**src/rtl/shared_debounce_scheduler.sv**
```systemverilog
// shared_debounce_scheduler: N-channel button debouncer sharing one settle timer via a round-robin scheduler
module shared_debounce_scheduler #(
    parameter int N_CH        = 5,
    parameter int FINAL_VALUE = 1_999_999
) (
    input  logic                    clk,
    input  logic                    reset_n,
    input  logic [N_CH-1:0]         noisy,
    output logic [N_CH-1:0]         debounced,
    output logic [N_CH-1:0]         rise_pulse,
    output logic [N_CH-1:0]         fall_pulse,
    output logic                    busy,
    output logic [$clog2(N_CH)-1:0] grant_ch
);
    localparam int GW = $clog2(N_CH);
    localparam int CW = $clog2(FINAL_VALUE + 1);
    localparam logic [CW-1:0] TERM = CW'(FINAL_VALUE);
    localparam logic [GW-1:0] LAST = GW'(N_CH - 1);

    typedef enum logic {IDLE, TIMING} state_t;

    state_t          state, state_next;
    logic [N_CH-1:0] sync1, sync2, req;
    logic [CW-1:0]   counter, counter_next;
    logic [GW-1:0]   rr_ptr, rr_next, grant_next, pick, rr_after;
    logic [N_CH-1:0] deb_next, rise_next, fall_next;
    logic            found;

    assign req      = sync2 ^ debounced;
    assign busy     = (state == TIMING);
    assign rr_after = (grant_ch == LAST) ? '0 : grant_ch + GW'(1);

    // two-flop synchronizer for the raw button levels
    always_ff @(posedge clk or negedge reset_n) begin
        if (!reset_n) begin
            sync1 <= '0;
            sync2 <= '0;
        end else begin
            sync1 <= noisy;
            sync2 <= sync1;
        end
    end

    // round-robin search: first requester at or above rr_ptr, wrapping
    always_comb begin
        found = 1'b0;
        pick  = rr_ptr;
        for (int k = 0; k < N_CH; k++) begin
            int idx;
            idx = int'(rr_ptr) + k;
            if (idx >= N_CH) idx = idx - N_CH;
            if (!found && req[idx]) begin
                found = 1'b1;
                pick  = GW'(idx);
            end
        end
    end

    // scheduler next state: grant from IDLE, count/abort/complete in TIMING
    always_comb begin
        state_next   = state;
        counter_next = counter;
        grant_next   = grant_ch;
        rr_next      = rr_ptr;
        deb_next     = debounced;
        rise_next    = '0;
        fall_next    = '0;
        if (state == IDLE) begin
            if (found) begin
                state_next   = TIMING;
                grant_next   = pick;
                counter_next = '0;
            end
        end else if (!req[grant_ch]) begin
            state_next = IDLE;
            rr_next    = rr_after;
        end else if (counter == TERM) begin
            state_next          = IDLE;
            rr_next             = rr_after;
            deb_next[grant_ch]  = ~debounced[grant_ch];
            rise_next[grant_ch] = ~debounced[grant_ch];
            fall_next[grant_ch] = debounced[grant_ch];
        end else begin
            counter_next = counter + CW'(1);
        end
    end

    // scheduler state register
    always_ff @(posedge clk or negedge reset_n) begin
        if (!reset_n) state <= IDLE;
        else          state <= state_next;
    end

    // timer, grant, pointer and registered outputs
    always_ff @(posedge clk or negedge reset_n) begin
        if (!reset_n) begin
            counter    <= '0;
            grant_ch   <= '0;
            rr_ptr     <= '0;
            debounced  <= '0;
            rise_pulse <= '0;
            fall_pulse <= '0;
        end else begin
            counter    <= counter_next;
            grant_ch   <= grant_next;
            rr_ptr     <= rr_next;
            debounced  <= deb_next;
            rise_pulse <= rise_next;
            fall_pulse <= fall_next;
        end
    end
endmodule

```
**config.mk**
```make
export PLATFORM = sky130hd
export DESIGN_NAME = shared_debounce_scheduler
export DESIGN_NICKNAME = d
export VERILOG_FILES = /design/src/rtl/shared_debounce_scheduler.sv
export SDC_FILE = /design/constraint.sdc
export NUM_CORES = 1
export LEC_CHECK = 0
export ABC_AREA = 1
export BUFFER_PORTS_ARGS = -buffer_cell sky130_fd_sc_hd__buf_4
export CAP_MARGIN = 20
export CORE_ASPECT_RATIO = 0.8
export CORE_MARGIN = 2
export CORE_UTILIZATION = 50
export DETAILED_ROUTE_END_ITERATION = 16
export GPL_TIMING_DRIVEN = 0
export PLACE_DENSITY = 0.68
export SLEW_MARGIN = 0
export SYNTH_ARGS = -nofsm -noshare
export SYNTH_HDL_FRONTEND = slang
export SYNTH_SLANG_ARGS = --single-unit
```
**constraint.sdc**
```tcl
create_clock -name clk -period 3.6 [get_ports clk]
set_input_delay 0 -clock clk [delete_from_list [all_inputs] [get_ports clk]]
set_output_delay 0 -clock clk [all_outputs]
set_load 0.1 [all_outputs]
```
==> results.yml <==
sta:
  rsz0062_at_grt: "false"
  slew_headroom_pct: 53.6
  setup_viol: 0
  slew_viol_final: 0
  fin_skew_ns: 0.0100
  setup_tns_ns: 0
  min_period_ns: 3.31
  min_period_over_period_pct: 92.0
  hold_viol: 0
  hold_ws_ns: 0.239
  timing.fmax_mhz: 302
  tightest_slew_ns: 0.690
setup_path:
  crit_type: "reg2reg"
  cp_slowest_cell: "dfrtp_1"
  cp.buffers_inverters: 3
  cp-end-kind: "flip-flop"
  cp_max_fo: 10
  required_ns: 3.82
  cpMostUsedCell: "nand2_1"
  cp-start-kind: "flip-flop"
  worstPathCellList: "inv_1 > ha_1 > inv_1 > nand3_1 > nand2_2 > nand2_1 > nand2_1 > nand2_1 > nand3_1 > nand2_1 > nand2_2 > nand2_1 > nand2_1 > nor2_4 > nand3_2 > nand2_4 > nand2_4 > buf_6 > nand2_1 > o21ai_2"
  cpPeakStageDelay_ns: 0.63
  crit_arrival_ns: 3.53
  path_delay_family: "simple AND/OR/NAND/NOR gates"
cells_and_area:
  nets: 564
  regArea_um2: 1330
  drive_gt1_share_pct: 14.4
  antenna_cells: 0
  area_growth_syn_to_layout_pct: 12.8
  multi_input_area_um2: 2080
  nFillCells: 658
  stdcell_count: 632
yosys:
  synth_edf_count: 0
  synth.distinct_cells: 36
  ys_seq_elements: 53
  synth_warnings: 0
  synth_nets: 526
  netlist_area_um2: 3740
  syn_inst: 503
  ys.flop_type: "dfrtp_1"
  seq_area_frac_synth_pct: 35.5
  syn_avg_cell_area_um2: 7.43
  synth-async-reset-ratio_pct: 100
route:
  firstDrtPassIters: 5
  dr_total_vias: 3342
  post_drt_wl_per_cell_um: 13.7
  drc: 0
  ant_nets: 0
  drtIter0Drc: 165
  routed_wl_mm: 8.64
  via_per_inst: 5.29
power:
  powerDensity_nw_per_um2: 913
  peakVddDrop_mv: 0.520
  p_leak_nw: 2.17
clock_tree:
  cts_htree_levels: 2
  cts-root-buf: "clkbuf_8"
  cts_made_buffers: 5
  postCtsSetupRepairBufs: 0
  cts_tree: "done"
  clk_pin_slew_ns: 0.11
  cts.sinks: 53
  clk_latency_ns: 0.32
  clockBufferDepth: 2
die:
  die-area_um2: 8190
  die_w_um: 101
  coreArea_um2: 7320
  io_pins: 26
  num_rows: 28
  dieHeight_um: 81.3
  start_util_pct: 51.1
grt:
  grt-ovfl-total: 0
  antenna_found_initial: 0
  grt_pass1_vias: 3102
  grt_pass1_wl_mm: 14.7
  grt_max_degree: 54
  track_usage_pct: 22.5
placed_design:
  hpwlAfterDp_mm: 6.50
  place_congestion: 0.900
  dpl.cell_count: 618
  numPortBuffers: 25
outcome:
  status: "completed"
run:
  cap_viol_max_count: 0
hold_path:
  hp-class: "in2async"
## final timing paths
kind                                           end                  start  slack (ns)  cells past startpoint
setup / recovery           counter[12]$_DFFE_PN0P_  rr_ptr[1]$_DFFE_PN0P_        0.29                     20
hold / removal             counter[10]$_DFFE_PN0P_                reset_n        0.24                      2
setup reg to reg           counter[12]$_DFFE_PN0P_  rr_ptr[1]$_DFFE_PN0P_        0.29                     20
hold reg to reg                 sync2[0]$_DFF_PN0_     sync1[0]$_DFF_PN0_        0.36                      0
max in group asynchronous       sync2[4]$_DFF_PN0_                reset_n        2.90                      2
min in group clk                sync1[2]$_DFF_PN0_               noisy[2]        0.33                      2
## cell usage in the layout, fill, tap and decap left out, types with 7 or more instances in the layout
master / n
xor2_1: 23
nand2_1: 137
nand2_2: 12
nand4_1: 13
nor2_1: 38
o21ai_2: 18
nand3_1: 51
buf_4: 25
inv_1: 65
ha_1: 16
dfrtp_1: 53
o21ai_0: 7
xnor2_1: 7
nor3_1: 16
## layer usage
metal  GRT usage [%]  wire [um]  vias up
li1                -          -     1698
met3            4.22        443       13
met2            34.1       3650       92
met1            33.5       4460     1539
met5               0          0        -
met4            4.79         82        0
## area by class of cell
class,instances,share of cell area [%]
Tap cell,90,2.67
Timing Repair Buffer,31,5.87
Multi-Input combinational cell,373,49.3
Inverter,69,6.14
Clock buffer,5,1.63
Sequential cell,53,31.4
Buffer,8,1.72
Clock inverter,3,1.19
## registers in the layout, indices dropped and copies added, names as in the netlist
signal	flops
busy	1
rise_pulse	5
rr_ptr	3
counter	21
sync2	5
grant_ch	3
sync1	5
fall_pulse	5
debounced	5
## logic make-up after synthesis
kind of cell	count (synthesis)	share of synthesized area, %
adder cells (fa/ha/maj)	16	5.35
multiplexers	5	1.34
buffers and inverters	77	8.87
XOR/XNOR	30	7.03
AND/OR/NAND/NOR	282	34.0
AO/OA/AOI/OAI	40	7.90
flip-flops	53	35.5
## stage by stage
stage / utilization (%) / setup WS (ns) / area, um2 / power, mW
floorplan: - / 0.904 / 3740 / 2.84
global route: 57.6 / 0.0383 / 4220 / 4.23
finish: 57.6 / 0.290 / 4220 / 3.85
global placement: 55.2 / 0.374 / 4040 / 3.35
CTS: 57.6 / 0.296 / 4220 / 3.83
detailed placement: 55.2 / 0.313 / 4040 / 3.39
## synth_stat cells, types with 4 or more instances
| master | count | area share (%) |
|---|---|---|
| xnor2_1 | 7 | 1.6 |
| nand2_1 | 137 | 14 |
| xor2_1 | 23 | 5.4 |
| inv_1 | 65 | 6.5 |
| a21oi_1 | 4 | 0.54 |
| nand4_1 | 13 | 2.2 |
| nand2_2 | 12 | 2.0 |
| o21ai_0 | 8 | 1.1 |
| ha_1 | 16 | 5.4 |
| nor3_1 | 16 | 2.1 |
| o21ai_2 | 18 | 4.2 |
| mux2i_1 | 5 | 1.3 |
| nand3_1 | 51 | 6.8 |
| nor4_1 | 6 | 1.0 |
| dfrtp_1 | 53 | 35 |
| buf_6 | 4 | 1.2 |
| nor2_1 | 38 | 3.8 |
## where the power goes
group	total, mW	internal, mW	leakage (nW)	switching, mW
combinational	2.67	0.819	1.41	1.85
clock	0.432	0.214	0.0603	0.219
sequential	0.756	0.655	0.704	0.100
## repair_timing
action | CTS | global route
hold buffers | 6 | 0
resized for setup | 0 | 1
endpoints found under the hold margin | 58 | 0
setup endpoints to repair | 0 | 8
Power figures use the tool's default switching activity.
